`config.mk`:
```
export PLATFORM = sky130hd
export DESIGN_NAME = armleo_regfile_operand_fetch
export DESIGN_NICKNAME = d
export VERILOG_FILES = /design/src/rtl/armleo_regfile_pkg.sv /design/src/rtl/armleo_regfile_fwd_slot.sv /design/src/rtl/armleo_regfile_operand_fetch.sv
export SDC_FILE = /design/constraint.sdc
export NUM_CORES = 1
export LEC_CHECK = 0
export BUFFER_PORTS_ARGS = -buffer_cell sky130_fd_sc_hd__clkbuf_2
export CAP_MARGIN = 15
export CORE_UTILIZATION = 30
export CTS_CLUSTER_SIZE = 28
export DETAILED_ROUTE_END_ITERATION = 6
export PLACE_DENSITY = 0.58
export SLEW_MARGIN = 20
export SYNTH_ARGS = -nofsm -noshare
export SYNTH_HDL_FRONTEND = slang
export SYNTH_SLANG_ARGS = --single-unit
```
`constraint.sdc`:
```
create_clock -name clk -period 1.7 [get_ports clk]
set_input_delay 0.17 -clock clk [delete_from_list [all_inputs] [get_ports clk]]
set_output_delay 0.17 -clock clk [all_outputs]
set_load 0.02 [all_outputs]
```
`src/rtl/armleo_regfile_pkg.sv`:
```
// Shared types and constants for the armleo register file and its
// operand-fetch initiator.
package armleo_regfile_pkg;

  // Default register file geometry; the operand-fetch block must match it.
  localparam int REGFILE_WIDTH      = 32;
  localparam int REGFILE_DEPTH_LOG2 = 5;

  // Architectural zero register index: never read, never forwarded.
  localparam int REG_ZERO = 0;

  // Presentation state of the single operand slot towards issue.
  //   EMPTY : nothing presented
  //   FRESH : operands come straight from the regfile read data this cycle
  //   HELD  : issue stalled; operands come from hold registers
  typedef enum logic [1:0] {
    EMPTY = 2'd0,
    FRESH = 2'd1,
    HELD  = 2'd2
  } opfetch_state_t;

endpackage : armleo_regfile_pkg

```
`src/rtl/armleo_regfile_fwd_slot.sv`:
```
// Per-operand forwarding slot for armleo_regfile_operand_fetch.
// Tracks one source operand from accept to consumption: decides whether a
// regfile read is needed, compares the writeback bus against the source,
// and muxes between regfile data, forwarded data and the hold register.
// Optional feature macro: ARMLEO_OPFETCH_BYPASS_EN (writeback forwarding).
module armleo_regfile_fwd_slot
  import armleo_regfile_pkg::*;
#(
  parameter int WIDTH      = REGFILE_WIDTH,
  parameter int DEPTH_LOG2 = REGFILE_DEPTH_LOG2
) (
  input  logic                  clk,
  input  logic                  rst_n,
  input  opfetch_state_t        state_i,
  input  logic                  accept_i,
  input  logic                  op_ready_i,
  input  logic [DEPTH_LOG2-1:0] req_addr_i,
  input  logic                  req_used_i,
  input  logic                  wb_write_i,
  input  logic [DEPTH_LOG2-1:0] wb_addr_i,
`ifdef ARMLEO_OPFETCH_BYPASS_EN
  input  logic [WIDTH-1:0]      wb_wdata_i,
`endif
  input  logic [WIDTH-1:0]      rdata_i,
  output logic                  read_o,
  output logic                  req_match_o,
  output logic [WIDTH-1:0]      operand_o
);

  logic             live_req;
  logic             live_q;
  logic [WIDTH-1:0] fresh_val;
  logic [WIDTH-1:0] hold_q;
  logic [WIDTH-1:0] hold_d;

  // A source is live only when it is used and not x0; dead sources read as 0.
  assign live_req    = req_used_i && (req_addr_i != DEPTH_LOG2'(REG_ZERO));
  assign read_o      = accept_i && live_req;
  // Writeback hitting the source of the request currently offered by decode.
  assign req_match_o = wb_write_i && live_req && (wb_addr_i == req_addr_i);

  // Remember whether the accepted source was live (i.e. a read was issued).
  // NOTE: sequential state uses non-blocking (<=) so every flop samples the
  // pre-edge values; blocking here would create order-dependent simulation.
  always_ff @(posedge clk or negedge rst_n) begin
    if (!rst_n) begin
      live_q <= 1'b0;
    end else if (accept_i) begin
      live_q <= live_req;
    end
  end

`ifdef ARMLEO_OPFETCH_BYPASS_EN
  logic [DEPTH_LOG2-1:0] addr_q;
  logic                  fwd_q;
  logic [WIDTH-1:0]      fwd_data_q;
  logic                  held_match;

  // Capture source index and any same-cycle writeback at accept; the regfile
  // returns pre-write data on read-during-write, so the latched value wins.
  always_ff @(posedge clk or negedge rst_n) begin
    if (!rst_n) begin
      addr_q     <= '0;
      fwd_q      <= 1'b0;
      fwd_data_q <= '0;
    end else if (accept_i) begin
      addr_q     <= req_addr_i;
      fwd_q      <= req_match_o;
      fwd_data_q <= wb_wdata_i;
    end
  end

  // Writeback hitting the source that is currently being presented.
  assign held_match = wb_write_i && live_q && (wb_addr_i == addr_q);
  assign fresh_val  = fwd_q ? fwd_data_q : (live_q ? rdata_i : '0);
`else
  assign fresh_val  = live_q ? rdata_i : '0;
`endif

  // Hold-register next value: capture on stall, track writes while stalled.
  // NOTE: assign the default first so every path writes hold_d; a missing
  // assignment in combinational logic infers a latch.
  always_comb begin
    hold_d = hold_q;
    if (!op_ready_i) begin
      if (state_i == FRESH) begin
        hold_d = fresh_val;
      end
`ifdef ARMLEO_OPFETCH_BYPASS_EN
      if (((state_i == FRESH) || (state_i == HELD)) && held_match) begin
        hold_d = wb_wdata_i;
      end
`endif
    end
  end

  // Hold register; it is a handful of flops, so it is reset along with the
  // rest of the slot state.
  // NOTE: only small register state is reset; large storage arrays such as
  // the regfile itself stay unreset so they can map onto RAM.
  always_ff @(posedge clk or negedge rst_n) begin
    if (!rst_n) begin
      hold_q <= '0;
    end else begin
      hold_q <= hold_d;
    end
  end

  // Operand presented to issue in the current state.
  always_comb begin
    operand_o = '0;
    case (state_i)
      FRESH:   operand_o = fresh_val;
      HELD:    operand_o = hold_q;
      default: operand_o = '0;
    endcase
  end

endmodule : armleo_regfile_fwd_slot

```
`src/rtl/armleo_regfile_operand_fetch.sv`:
```
// Operand-fetch initiator for armleo_regfile_2r1w.
// Accepts fetch requests from decode, drives the synchronous rs1/rs2 read
// ports, and presents operands plus tag to issue over valid/ready. The
// writeback bus is snooped so read-during-write and stalls never yield
// stale operands.
// Optional feature macro: ARMLEO_OPFETCH_BYPASS_EN
//   defined   : writeback data is forwarded into the operands
//   undefined : a request whose live source is being written is held off
//               one cycle, and stalled operands are frozen at stall entry
module armleo_regfile_operand_fetch
  import armleo_regfile_pkg::*;
#(
  parameter int WIDTH      = REGFILE_WIDTH,
  parameter int DEPTH_LOG2 = REGFILE_DEPTH_LOG2,
  parameter int TAG_WIDTH  = 4
) (
  input  logic                  clk,
  input  logic                  rst_n,
  // decode request
  input  logic                  req_valid,
  output logic                  req_ready,
  input  logic [DEPTH_LOG2-1:0] req_rs1_addr,
  input  logic                  req_rs1_used,
  input  logic [DEPTH_LOG2-1:0] req_rs2_addr,
  input  logic                  req_rs2_used,
  input  logic [TAG_WIDTH-1:0]  req_tag,
  // regfile read ports
  output logic                  rs1_read,
  output logic [DEPTH_LOG2-1:0] rs1_addr,
  input  logic [WIDTH-1:0]      rs1_rdata,
  output logic                  rs2_read,
  output logic [DEPTH_LOG2-1:0] rs2_addr,
  input  logic [WIDTH-1:0]      rs2_rdata,
  // writeback snoop
  input  logic                  wb_write,
  input  logic [DEPTH_LOG2-1:0] wb_addr,
  input  logic [WIDTH-1:0]      wb_wdata,
  // issue side
  output logic                  op_valid,
  input  logic                  op_ready,
  output logic [WIDTH-1:0]      op_rs1,
  output logic [WIDTH-1:0]      op_rs2,
  output logic [TAG_WIDTH-1:0]  op_tag
);

  opfetch_state_t       state_q;
  opfetch_state_t       state_d;
  logic [TAG_WIDTH-1:0] tag_q;
  logic                 accept;
  logic                 slot_free;
  logic                 rs1_req_match;
  logic                 rs2_req_match;

  assign op_valid  = (state_q != EMPTY);
  // The slot can take a new request when empty or being drained this cycle.
  assign slot_free = !op_valid || op_ready;

`ifdef ARMLEO_OPFETCH_BYPASS_EN
  // Forwarding handles write hazards, so the request-side match is not needed.
  logic unused_req_match;
  assign unused_req_match = rs1_req_match | rs2_req_match;
  assign req_ready        = rst_n && slot_free;
`else
  // Without forwarding the write data is never captured here.
  logic unused_wb_wdata;
  assign unused_wb_wdata = ^wb_wdata;
  // Retry next cycle when a live source is being written, so the read
  // returns post-write data.
  assign req_ready       = rst_n && slot_free && !(rs1_req_match || rs2_req_match);
`endif

  assign accept   = req_valid && req_ready;
  assign rs1_addr = req_rs1_addr;
  assign rs2_addr = req_rs2_addr;
  assign op_tag   = tag_q;

  // Next-state logic for the presentation slot.
  always_comb begin
    state_d = state_q;
    case (state_q)
      EMPTY: begin
        if (accept) state_d = FRESH;
      end
      FRESH, HELD: begin
        if (op_ready) state_d = accept ? FRESH : EMPTY;
        else          state_d = HELD;
      end
      default: state_d = EMPTY;
    endcase
  end

  // State register; reset drops any in-flight request.
  always_ff @(posedge clk or negedge rst_n) begin
    if (!rst_n) begin
      state_q <= EMPTY;
    end else begin
      state_q <= state_d;
    end
  end

  // Tag travels alongside the accepted request.
  always_ff @(posedge clk or negedge rst_n) begin
    if (!rst_n) begin
      tag_q <= '0;
    end else if (accept) begin
      tag_q <= req_tag;
    end
  end

  armleo_regfile_fwd_slot #(
    .WIDTH      (WIDTH),
    .DEPTH_LOG2 (DEPTH_LOG2)
  ) u_slot_rs1 (
    .clk         (clk),
    .rst_n       (rst_n),
    .state_i     (state_q),
    .accept_i    (accept),
    .op_ready_i  (op_ready),
    .req_addr_i  (req_rs1_addr),
    .req_used_i  (req_rs1_used),
    .wb_write_i  (wb_write),
    .wb_addr_i   (wb_addr),
`ifdef ARMLEO_OPFETCH_BYPASS_EN
    .wb_wdata_i  (wb_wdata),
`endif
    .rdata_i     (rs1_rdata),
    .read_o      (rs1_read),
    .req_match_o (rs1_req_match),
    .operand_o   (op_rs1)
  );

  armleo_regfile_fwd_slot #(
    .WIDTH      (WIDTH),
    .DEPTH_LOG2 (DEPTH_LOG2)
  ) u_slot_rs2 (
    .clk         (clk),
    .rst_n       (rst_n),
    .state_i     (state_q),
    .accept_i    (accept),
    .op_ready_i  (op_ready),
    .req_addr_i  (req_rs2_addr),
    .req_used_i  (req_rs2_used),
    .wb_write_i  (wb_write),
    .wb_addr_i   (wb_addr),
`ifdef ARMLEO_OPFETCH_BYPASS_EN
    .wb_wdata_i  (wb_wdata),
`endif
    .rdata_i     (rs2_rdata),
    .read_o      (rs2_read),
    .req_match_o (rs2_req_match),
    .operand_o   (op_rs2)
  );

endmodule : armleo_regfile_operand_fetch

```
==> results of run 1 <==
==> final cells by class <==
class                   count  area, um^2
well taps                 176         220
clock buffers              11         243
flip-flops and latches     72        1800
repair buffers            222        1790
fillers                  1267        6690
multi-input cells         366        2540
inverters                   5        18.8
clock inverters             4        45.0
==> critical path: cells and delay by family (launching register included) <==
family	cells	cell delay (ns)
buf+inv	3	0.43
compound gates	1	0.15
flops	1	0.43
simple gates	2	0.21
fa+ha+maj	1	0.19
==> worst paths after layout <==
path                                      start                    end  slack, ns  depth (start not counted)
max                                  state_q[0]              op_rs2[9]      -0.20                          7
min                                  req_tag[3]              op_tag[3]       0.08                          2
max reg2reg                          state_q[0]              op_tag[1]       0.05                          7
min reg2reg                u_slot_rs1.hold_q[2]   u_slot_rs1.hold_q[2]       0.48                          2
max in group asynchronous                 rst_n   u_slot_rs2.hold_q[0]       1.11                          2
min in group asynchronous                 rst_n  u_slot_rs2.hold_q[27]       0.09                          2
==> metal layers <==
metal / vias to the layer above / part of all wire [%] / GRT usage (%)
met5: - / 0 / 0
li1: 2038 / - / -
met3: 14 / 4.4 / 3.07
met2: 126 / 49 / 29.7
met1: 1921 / 44 / 22.6
met4: 0 / 1.8 / 6.56
==> power by group <==
| group | total (mW) | internal [mW] | switching, mW |
|---|---|---|---|
| registers | 2.67 | 2.30 | 0.367 |
| clock network | 1.83 | 1.16 | 0.675 |
| logic | 5.49 | 2.67 | 2.82 |
| total | 9.99 | 6.13 | 3.86 |
==> synthesized netlist by cell type, drive strengths merged <==
cell type | count | area, um^2
nor3 | 2 | 15.0
dfrtp | 72 | 1800
ha | 4 | 50.1
nand2b | 2 | 12.5
a22oi | 63 | 473
xnor2 | 10 | 87.6
a32oi | 1 | 8.76
buf | 16 | 97.6
o311ai | 1 | 8.76
nand4 | 2 | 12.5
or4 | 2 | 15.0
nor2 | 1 | 3.75
nor4 | 1 | 21.3
nor2b | 66 | 413
inv | 5 | 18.8
mux2 | 4 | 45.0
mux2i | 3 | 30.0
a21oi | 1 | 5.00
nand2 | 131 | 492
nor4b | 1 | 8.76
o21ai | 66 | 338
or3 | 1 | 6.26
and2 | 2 | 12.5
clkbuf | 38 | 143
o31ai | 2 | 15.0
==> timing repair <==
action,CTS,global route
gates cloned,2,2
pin swaps,8,5
endpoints found under the setup margin,67,80
gates resized for setup,100,70
endpoints found under the hold margin,10,0
hold buffers,1,0
setup buffers,9,6
==> cells by family (layout without fill, tap and decap cells) <==
kind of cell    after synthesis  after routing  synth area share, %
fa+ha+maj                     4              4                 1.21
mux                           7              7                 1.82
xor+xnor                     10             10                 2.12
simple gates                211            211                 24.5
flops                        72             72                 43.6
compound gates              134            134                 20.5
buf+inv                      59            242                 6.27
==> state kept, by name, summed over array words and instances, names as in the netlist <==
| name | flops |
|---|---|
| u_slot_rs1.hold_q | 32 |
| state_q | 2 |
| u_slot_rs2.hold_q | 32 |
| u_slot_rs2.live_q | 1 |
| op_tag | 4 |
| u_slot_rs1.live_q | 1 |
==> impl_metrics.tcl, run 1 <==
set metrics [dict create \
    fp.dieW_um 119 \
    layout_common_cells "nand2_1, clkbuf_2, dfrtp_1" \
    arrival_ns 1.73 \
    syn_avg_cell_area_um2 8.32 \
    synth_cell_types 30 \
    htreeDepth 3 \
    critical_path.max_stage_delay_ns 0.43 \
    path_clk_slew_ns 0.05 \
    wl_per_cell_um 14.6 \
    cp_slowest_cell "dfrtp_1" \
    fin_nets 802 \
    wirelength_mm 12.5 \
    portBuffers 171 \
    ys_ff_latch 72 \
    synth_area_um2 4130 \
    path_cells "ha_4 > and2_4 > buf_12 > buf_16 > a22oi_2 > nor2b_2 > clkbuf_8" \
    drtIter0Drc 131 \
    grt_setup_unrepaired "true" \
    root_buffer "clkbuf_16" \
    placed_cells 822 \
    ant_nets 0 \
    cp-end-kind "primary output" \
    cts_buffers 9 \
    startpoint_type "register" \
    fin_setup_tns_ns -11.34 \
    setup_ws_ns -0.204 \
    seq_area_frac_synth_pct 43.6 \
    layout_commonest_cell "nand2_1" \
    cts_tree "done" \
    row_count 42 \
    outcome "finished, violations left" \
    io-pin-count 204 \
    die_y_um 119 \
    fmax_mhz 525 \
    synth_cells 497 \
    violations "setup timing" \
    holdCritPathClass "primary input to register" \
    fin_hold_ws_ns 0.0785 \
    grt_pass1_vias 4047 \
    clkLatencyLatePin_ns 0.32 \
    avgViaCountPerCell 4.79 \
    fp.dieArea_um2 14300 \
    power_density_nw_per_um2 1500 \
    grt_first_pass_wirelength_mm 19.9 \
    ir_worst_vdd_mv 0.764 \
    vias 4099 \
    fin_skew_ns 0.00311 \
    drv_slew 0 \
    setup_viol 70 \
    stdcell_count 856 \
    critical_path_peak_fanout 14 \
    placed_area_um2 5540 \
    grt_usage_pct 17.7 \
    dp_slack_ns -0.337 \
    min_period_over_period_pct 112 \
    area_growth_pct 61.0 \
    period_needed_ns 1.90 \
    gp_congestion 0.725 \
    critPathKind "register to primary output" \
    layout-drive-gt1-share_pct 52.2 \
    diodes 0 \
    coreArea_um2 13300 \
    antenna_found_initial 0 \
    grt-ovfl-total 0 \
    cts_buffer_depth 2 \
    cts.sinks 72 \
    ys_warn_count 0 \
    maxCapViolations 0 \
    final_cell_area_um2 6660 \
    slew_headroom_pct 48.1 \
    dpl.hpwl_mm 8.14 \
    first_pass_iters 4 \
    fin_util_pct 49.9 \
    start_util_pct 31.0 \
    drc 0 \
    p_leak_nw 2.95 \
    grt_max_degree 63 \
    syn_nets 623 \
    worstPathRequired_ns 1.53 \
    worstMarginPinSlew_ns 0.778 \
    power_mw 9.99 \
    hold_viol 0 \
]
No activity file was read; power rests on OpenSTA's default activity.
==> inputs of run 2 (changes only) <==
- SYNTH_HIERARCHICAL: unset -> 1
==> run 2 against run 1 <==
  * The run still ends with setup timing left
  * Critical path depth is 2 higher
  * Count of clock-buffer cells in the layout is 2 higher
  * Register-to-register slack worse by 0.02 ns
  * Cell count is 1.4% higher
  * Total power increased by 0.78%
  * Sequential cell count stayed put
  * Clock power increased by 7%
  * Synthesized area increased by 2.3%
  * Die area grew 2.2%
  * Worst setup slack got worse by 0.023 ns
  * Non-clock buffer count fell by 1
  * Sequential share of layout area grew 1.5 points
  * Critical endpoint is now rs2_read
  * Largest power group unchanged
==> impl_metrics.tcl, run 2 <==
set metrics [dict create \
    outcome "finished, violations left" \
    violations "setup timing" \
    synth_area_um2 4230 \
    period_needed_ns 1.93 \
    critPathKind "primary input to primary output" \
    layout-drive-gt1-share_pct 45.9 \
    io-pin-count 204 \
    cts.sinks 72 \
    row_count 43 \
    root_buffer "clkbuf_16" \
    grt_setup_unrepaired "true" \
    synth_most_common_cell "nand2_1" \
    fmax_mhz 519 \
    drtIter0Drc 250 \
    ys_warn_count 6 \
    wirelength_mm 13.1 \
    setup_ws_ns -0.227 \
    netlist.area_leader.share_pct 42.6 \
    startpoint_type "primary input" \
    grt_usage_pct 17.6 \
    synth_top_family_by_area "compound AO/OA/AOI/OAI gates" \
    grt_pass1_vias 4024 \
    syn_nets 632 \
    layout_common_cells "nand2_1, clkbuf_2, buf_4" \
    slew_headroom_pct 36.8 \
    start_util_pct 30.6 \
    yosys.area_share.simple_pct 21.7 \
    power_mw 10.1 \
    p_sw_share_pct 41.1 \
    ant_nets 0 \
    path_clk_slew_ns 0.05 \
    cts_buffer_depth 2 \
    intPower_mw 5.93 \
    synth_mux_area_share_pct 1.07 \
    worstPathRequired_ns 1.53 \
    grt_max_degree 72 \
    wl_per_cell_um 15.1 \
    pwr-share-comb_pct 49.9 \
    maxCapViolations 0 \
    syn_avg_cell_area_um2 8.39 \
    holdCritPathClass "primary input to register" \
    first_pass_iters 5 \
    coreArea_um2 13800 \
    cts_tree "done" \
    synth_cell_types 29 \
    synth_edf_count 0 \
    grt-ovfl-total 0 \
    synth-xor-area-share_pct 2.07 \
    diodes 0 \
    portBuffers 171 \
    htreeDepth 3 \
    hold_viol 0 \
    power_switching_mw 4.14 \
    cts_buffers 9 \
    synth_area_leaders "dfrtp_1, nand2_1, a22oi_1" \
    avgViaCountPerCell 4.89 \
    yosysTopAreaCell "dfrtp_1" \
    power_density_nw_per_um2 1590 \
    area_growth_pct 49.5 \
    setup_viol 67 \
    grt_first_pass_wirelength_mm 19.8 \
    drc 0 \
    worstMarginPinSlew_ns 0.948 \
    cp-end-kind "primary output" \
    fp.dieW_um 121 \
    ys_ff_latch 72 \
    gp_congestion 0.769 \
    synth-adder-area-share_pct 1.78 \
    async_reset_ff_share_pct 100 \
    p_leak_nw 2.86 \
    arrival_ns 1.76 \
    synth_compound_area_share_pct 22.3 \
    layout_commonest_cell "nand2_1" \
    clkLatencyLatePin_ns 0.34 \
    synth_cells 504 \
    fin_nets 812 \
    ys.flop_type "dfrtp_1" \
    fp.dieArea_um2 14600 \
    dpl.hpwl_mm 8.25 \
    nFillCells 1349 \
    seq_area_frac_synth_pct 42.6 \
    pwr-share-clk_pct 19.4 \
    critical_path_peak_fanout 4 \
    vias 4246 \
    seq_power_share_pct 30.7 \
    synth_commonest_cells "nand2_1, dfrtp_1, nor2_1" \
    ir_worst_vdd_mv 0.727 \
    dp_slack_ns -0.285 \
    antenna_found_initial 0 \
    min_period_over_period_pct 113 \
    die_y_um 121 \
    drv_slew 0 \
    fin_skew_ns 0.00463 \
]
==> run 2: cell count changes after synthesis, moves of 3 or more <==
cell	before	now
nor2_1	1	67
nor2_4	0	3
buf_2	0	10
clkbuf_1	38	22
buf_1	6	0
a22oi_2	0	18
nand3_1	0	3
buf_6	0	10
mux2i_1	3	0
a22oi_1	63	44
inv_1	5	10
nor2b_1	66	0
==> run 2: cell families (layout without fill, tap and decap cells) <==
kind of cell | count (synthesis) | in the layout
buffers and inverters | 62 | 246
flip-flops | 72 | 72
AO/OA/AOI/OAI | 132 | 132
XOR/XNOR | 10 | 10
adder cells (fa/ha/maj) | 6 | 6
multiplexers | 4 | 4
AND/OR/NAND/NOR | 218 | 218
==> run 2: area by class of cell <==
cell class	instances	area (um^2)	share of cell area, %
Multi-Input combinational cell	370	2340	37.0
Sequential cell	72	1800	28.5
Timing Repair Buffer	221	1600	25.4
Clock buffer	13	270	4.27
Tap cell	180	225	3.56
Inverter	10	42.5	0.673
Clock inverter	2	37.5	0.594
==> run 2: worst paths after layout <==
path                                    endpoint             startpoint  slack [ns]  depth (start not counted)
hold reg to reg            u_slot_rs2/hold_q[12]  u_slot_rs2/hold_q[12]        0.48                          2
setup reg to reg               u_slot_rs2/live_q             state_q[0]        0.03                         10
max in group asynchronous             state_q[0]                  rst_n        0.92                          2
hold / removal                         op_tag[0]             req_tag[0]        0.07                          2
setup / recovery                        rs2_read        req_rs1_addr[1]       -0.23                          9
min in group asynchronous  u_slot_rs1/hold_q[12]                  rst_n        0.13                          2
==> run 2: routing by layer <==
| layer | global-route usage [%] | wire length (um) | up-vias |
|---|---|---|---|
| li1 | - | - | 2068 |
| met1 | 22.5 | 5750 | 2004 |
| met2 | 28.7 | 6340 | 157 |
| met3 | 3.92 | 818 | 17 |
| met4 | 6.87 | 206 | 0 |
| met5 | 0 | 0 | - |
==> run 2: power by group through the flow <==
stage | clock network (mW) | logic [mW] | registers [mW]
5_1_grt | 2.10 | 5.50 | 3.19
6_report | 1.95 | 5.03 | 3.09
2_1_floorplan | 0 | 2.73 | 2.96
3_5_place_dp | 0 | 4.04 | 3.04
3_3_place_gp | 0 | 3.93 | 3.01
4_1_cts | 2.02 | 4.59 | 3.04
==> run 2: worst max-delay path: stages <==
cell,delay [ns]
clkbuf_2,0.09
or4_4,0.54
nor2_4,0.11
nor3_2,0.07
nand4bb_4,0.24
nor2_4,0.17
nand2_2,0.10
nor2_4,0.12
clkbuf_8,0.15
==> run 2: per-stage QoR <==
| stage | utilization (%) | cells | hold WS [ns] | TNS, ns | area [um^2] |
|---|---|---|---|---|---|
| after floorplan | - | 504 | -0.126 | -1.01 | 4240 |
| after global placement | 38.6 | 836 | -0.0206 | -1.78 | 5340 |
| after detailed placement | 38.6 | 836 | -0.0216 | -2.06 | 5340 |
| after CTS | 43.4 | 862 | 0.0516 | -15.05 | 6000 |
| after global routing | 45.7 | 868 | 0.0614 | -17.04 | 6320 |
| final | 45.7 | 868 | 0.0673 | -11.40 | 6320 |
==> run 2: timing repair <==
action                                  CTS  global route
hold buffers                              1             0
buffers inserted                          7             3
gates resized for setup                  57           123
endpoints found under the setup margin   68            72
endpoints found under the hold margin     1             0
cloned                                    4             3
pin swaps                                31            22
